**src/rtl/arb_pkg.sv**
```systemverilog
`default_nettype none
// ============================================================================
// Module      : arb_pkg
// Description : Shared types and constants for the eight-way round-robin arbiter.
// Revision    : 1.0 - initial release
// ============================================================================
package arb_pkg;

    localparam int NREQ  = 8;
    localparam int IDX_W = 3;

    typedef enum logic [0:0] {
        IDLE  = 1'b0,
        GRANT = 1'b1
    } state_t;

endpackage
`default_nettype wire

```
**src/rtl/rr_prio_enc8.sv**
```systemverilog
`default_nettype none
// ============================================================================
// Module      : rr_prio_enc8
// Description : Rotated priority encoder; picks the first set request at or above ptr.
// Revision    : 1.0 - initial release
// ============================================================================
module rr_prio_enc8
    import arb_pkg::*;
(
    input  logic [NREQ-1:0]  req,
    input  logic [IDX_W-1:0] ptr,
    output logic             any,
    output logic [IDX_W-1:0] idx
);

    logic [NREQ-1:0]  w_rot;
    logic [IDX_W-1:0] w_off;

    // Rotate right by ptr so the highest-priority requester lands in bit 0.
    always_comb begin
        w_rot = '0;
        for (int i = 0; i < NREQ; i++) begin
            w_rot[i] = req[IDX_W'(i) + ptr];
        end
    end

    always_comb begin
        w_off = '0;
        casez (w_rot)
            8'b???????1: w_off = 3'd0;
            8'b??????10: w_off = 3'd1;
            8'b?????100: w_off = 3'd2;
            8'b????1000: w_off = 3'd3;
            8'b???10000: w_off = 3'd4;
            8'b??100000: w_off = 3'd5;
            8'b?1000000: w_off = 3'd6;
            8'b10000000: w_off = 3'd7;
            default:     w_off = 3'd0;
        endcase
    end

    assign any = |req;
    assign idx = w_off + ptr;

endmodule
`default_nettype wire

```
**src/rtl/rr_arbiter8.sv**
```systemverilog
`default_nettype none
// ============================================================================
// Module      : rr_arbiter8
// Description : Eight-requester round-robin arbiter with release and hold-limit timeout.
// Revision    : 1.0 - initial release
// ============================================================================
module rr_arbiter8
    import arb_pkg::*;
#(
    parameter int MAX_HOLD = 16,
    parameter int CNT_W    = 8
) (
    input  logic             clk,
    input  logic             rst,
    input  logic [NREQ-1:0]  req,
    input  logic             done,
    output logic [NREQ-1:0]  gnt,
    output logic [IDX_W-1:0] gnt_id,
    output logic             gnt_valid,
    output logic             timeout
);

    localparam logic [CNT_W-1:0] C_HOLD_LAST = CNT_W'(MAX_HOLD - 1);

    state_t           r_state,     w_state;
    logic [IDX_W-1:0] r_ptr,       w_ptr;
    logic [CNT_W-1:0] r_cnt,       w_cnt;
    logic [NREQ-1:0]  r_gnt,       w_gnt;
    logic [IDX_W-1:0] r_gnt_id,    w_gnt_id;
    logic             r_gnt_valid, w_gnt_valid;
    logic             r_timeout,   w_timeout;

    logic             w_any;
    logic [IDX_W-1:0] w_win;
    logic             w_owner_req;
    logic             w_at_limit;

    rr_prio_enc8 u_enc (
        .req (req),
        .ptr (r_ptr),
        .any (w_any),
        .idx (w_win)
    );

    assign w_owner_req = req[r_gnt_id];
    assign w_at_limit  = (r_cnt == C_HOLD_LAST);

    always_comb begin
        w_state     = r_state;
        w_ptr       = r_ptr;
        w_cnt       = r_cnt;
        w_gnt       = r_gnt;
        w_gnt_id    = r_gnt_id;
        w_gnt_valid = r_gnt_valid;
        w_timeout   = 1'b0;
        case (r_state)
            IDLE: begin
                if (w_any) begin
                    w_state     = GRANT;
                    w_gnt       = NREQ'(1) << w_win;
                    w_gnt_id    = w_win;
                    w_gnt_valid = 1'b1;
                    w_ptr       = w_win + IDX_W'(1);
                    w_cnt       = '0;
                end
            end
            GRANT: begin
                if (done || !w_owner_req || w_at_limit) begin
                    w_state     = IDLE;
                    w_gnt       = '0;
                    w_gnt_id    = '0;
                    w_gnt_valid = 1'b0;
                    // Only a release caused purely by the hold limit is a timeout.
                    w_timeout   = !done && w_owner_req;
                end else if (!w_at_limit) begin
                    w_cnt = r_cnt + CNT_W'(1);
                end
            end
            default: begin
                w_state = IDLE;
            end
        endcase
    end

    always_ff @(posedge clk) begin
        if (rst) begin
            r_state     <= IDLE;
            r_ptr       <= '0;
            r_cnt       <= '0;
            r_gnt       <= '0;
            r_gnt_id    <= '0;
            r_gnt_valid <= 1'b0;
            r_timeout   <= 1'b0;
        end else begin
            r_state     <= w_state;
            r_ptr       <= w_ptr;
            r_cnt       <= w_cnt;
            r_gnt       <= w_gnt;
            r_gnt_id    <= w_gnt_id;
            r_gnt_valid <= w_gnt_valid;
            r_timeout   <= w_timeout;
        end
    end

    assign gnt       = r_gnt;
    assign gnt_id    = r_gnt_id;
    assign gnt_valid = r_gnt_valid;
    assign timeout   = r_timeout;

endmodule
`default_nettype wire

```
**config.mk**
```make
export PLATFORM = sky130hd
export DESIGN_NAME = rr_arbiter8
export DESIGN_NICKNAME = d
export VERILOG_FILES = /design/src/rtl/arb_pkg.sv /design/src/rtl/rr_prio_enc8.sv /design/src/rtl/rr_arbiter8.sv
export SDC_FILE = /design/constraint.sdc
export NUM_CORES = 1
export LEC_CHECK = 0
export BUFFER_PORTS_ARGS = -buffer_cell sky130_fd_sc_hd__buf_2
export CELL_PAD_IN_SITES_DETAIL_PLACEMENT = 0
export CELL_PAD_IN_SITES_GLOBAL_PLACEMENT = 1
export CORE_ASPECT_RATIO = 0.6
export CORE_MARGIN = 2
export CORE_UTILIZATION = 25
export CTS_CLUSTER_DIAMETER = 200
export DETAILED_ROUTE_END_ITERATION = 10
export PLACE_DENSITY_LB_ADDON = 0.1
export SETUP_SLACK_MARGIN = 0.4
export SLEW_MARGIN = 25
export SYNTH_ARGS = -nofsm -noshare
export SYNTH_HDL_FRONTEND = slang
export SYNTH_SLANG_ARGS = --single-unit
```
**constraint.sdc**
```tcl
create_clock -name clk -period 8.6 [get_ports clk]
set_input_delay 1.72 -clock clk [delete_from_list [all_inputs] [get_ports clk]]
set_output_delay 1.72 -clock clk [all_outputs]
set_load 0.05 [all_outputs]
```
==> impl_metrics.toml <==
[outcome]
status = "completed"

[setup_path]
cp-endpoint = "r_ptr[2]"
required_ps = 8740
start_kind = "input pin"
reg2reg_slack_ps = 3480
r2r_cells = 16
timing.rr.end = "r_ptr[2]"
arrival_ps = 5450
r2r-start = "r_ptr[0]"
end_kind = "register"
critPathKind = "in2reg"
worstPathMaxFanout = 7
worstSetupStartpoint = "req[7]"

[synthesis]
synthArstFlopShare_pct = 0
avgSynthCellArea_um2 = 8.97
synth_nets = 227
ys_seq_area_share_pct = 27.1
postSynthCellCount = 206
synth-edff-count = 0
ys_ff_latch = 25
ys_types = 49
yosysWarnings = 0
syn_area_um2 = 1850
ys.flop_type = "dfxtp_1"

[placement]
dp_hpwl_um = 3730
gp_congestion = 0.763
io_buffers = 23

[sta]
relSlewSlack_pct = 38.4
fin_crit_ps = 5310
holdWs_ps = 468
drv_slew = 0
finalCritPeriodShare_pct = 61.8
finalSetupViolCount = 0
rsz0062_at_grt = "false"
max_freq_mhz = 188
max_slew.worst_pin.slew_ps = 918
hold_viol = 0
skew_ps = 7.99
totalNegativeSetupSlack_ps = 0

[global_route]
grt_pass1_vias = 1623
grt_pass1_wl_um = 8620
grt-ovfl-total = 0
antenna_found_initial = 0
grt_max_degree = 20
track_usage_pct = 13.2

[die]
start_util_pct = 25.6
die_area_um2 = 8120
row_count = 24
die_h_um = 70.6
io_pins = 24
die_width_um = 115
coreArea_um2 = 7210

[clocking]
ctsResizeCount = 0
postCtsHoldBufs = 0
clk_root_buffer_cell = "clkbuf_16"
h-tree-depth = 1
postCtsSetupBuffers = 0
clkTransAtPathRegs_ps = 60
clock_path_buffers = 2
cts_sinks = 25
numCtsBuffers = 3
clk_latency_ps = 260
cts_tree = "done"

[layout]
multi_input_area_um2 = 1270
register_area_um2 = 500
fillers = 759
drive_gt1_share_pct = 18.7
postLayoutCoreUtil_pct = 29.3
final_nets = 247
syn_to_final_growth_pct = 14.4
final_common_cell = "dfxtp_1"
diodes = 0
layout_common_cells = "dfxtp_1, buf_2, nand3_1"

[power_and_ir_drop]
fin_total_pwr_mw = 0.715
power_density_nw_per_um2 = 338
ir_worst_vdd_uv = 87.4
p_leak_nw = 0.861

[drt]
first_pass_iters = 4
vias = 1600
drcViolationCount = 0
via_per_inst = 5.06
first_iter_violations = 63
post_drt_wl_per_cell_um = 15.2
postRouteAntennaNets = 0
wl_um = 4810

[min_path]
min_path_type = "reg2reg"

[job]
cap_violations = 0
==> power breakdown <==
part | total [mW] | switching [mW] | internal, mW
registers | 0.170 | 0.0320 | 0.138
clock network | 0.105 | 0.0425 | 0.0627
logic | 0.440 | 0.261 | 0.180
total | 0.715 | 0.335 | 0.380
==> cells in the mapped netlist (3+ instances only) <==
cell type / instances / area, um2
a21oi_1: 9 / 45.0
a22oi_1: 4 / 30.0
a31oi_1: 6 / 37.5
and3_1: 9 / 56.3
clkbuf_1: 6 / 22.5
dfxtp_1: 25 / 500
ha_1: 9 / 113
inv_1: 8 / 30.0
mux2_1: 4 / 45.0
mux2_2: 3 / 33.8
mux2i_1: 3 / 30.0
mux4_1: 4 / 105
mux4_2: 5 / 113
nand2_1: 18 / 67.6
nand3_1: 21 / 105
nor2_1: 14 / 52.6
nor2b_1: 4 / 25.0
nor3_1: 4 / 20.0
nor4_1: 4 / 25.0
o21ai_0: 6 / 30.0
or3_1: 3 / 18.8
xor2_1: 3 / 26.3
==> state kept, by name (all words and copies together), names as in the netlist <==
name	cells
timeout	1
r_state	1
gnt_id	3
gnt	8
r_ptr	3
gnt_valid	1
r_cnt	8
==> cells by family after synthesis <==
| logic type | synth area share [%] |
|---|---|
| simple gates | 25.3 |
| fa+ha+maj | 7.18 |
| compound gates | 15.2 |
| buf+inv | 4.33 |
| xor+xnor | 2.37 |
| flops | 27.1 |
| mux | 18.5 |
==> critical path, stage by stage <==
cell and delay [ps]:
buf_2 140, mux2_1 330, mux4_2 500, or2_0 370, or4b_1 560, a31oi_1 200
a211o_1 120, ha_1 160, fa_1 220, xor2_1 330, a21oi_1 100, or2_1 230
ha_1 290, mux2i_1 130, nor2_1 50
==> area by class of cell <==
cell class                      instances  area share [%]
Inverter                                8            1.42
Tap cell                               91            5.38
Clock buffer                            3            3.55
Clock inverter                          1           0.237
Timing Repair Buffer                   24            5.80
Sequential cell                        25            23.7
Multi-Input combinational cell        164            59.9
==> worst min-delay path by stage <==
stage / start / to / slack (ps) / cells past startpoint
CTS: gnt[4] / gnt[4] / 470 / 2
detailed placement: gnt[4] / gnt[4] / 450 / 2
global placement: gnt[0] / gnt[0] / 470 / 2
floorplan: r_cnt[2] / r_cnt[2] / 440 / 1
finish: gnt[6] / gnt[6] / 470 / 2
global route: gnt[4] / gnt[4] / 500 / 2
==> layer usage <==
layer / global-route usage, % / wire [um] / vias up
met5: 0 / 0 / -
met4: 1.61 / 27 / 0
met3: 2.23 / 143 / 2
met2: 18.5 / 1890 / 23
met1: 21.6 / 2750 / 755
li1: - / - / 820
==> through the flow <==
step / cell area (um2) / std cells / setup slack, ps
detailed placement: 2030 / 312 / 3030
finish: 2110 / 316 / 3290
floorplan: 1850 / 206 / 3540
CTS: 2110 / 316 / 3300
global placement: 2030 / 312 / 3080
global route: 2110 / 316 / 2980
(Power assumes the default switching activity.)
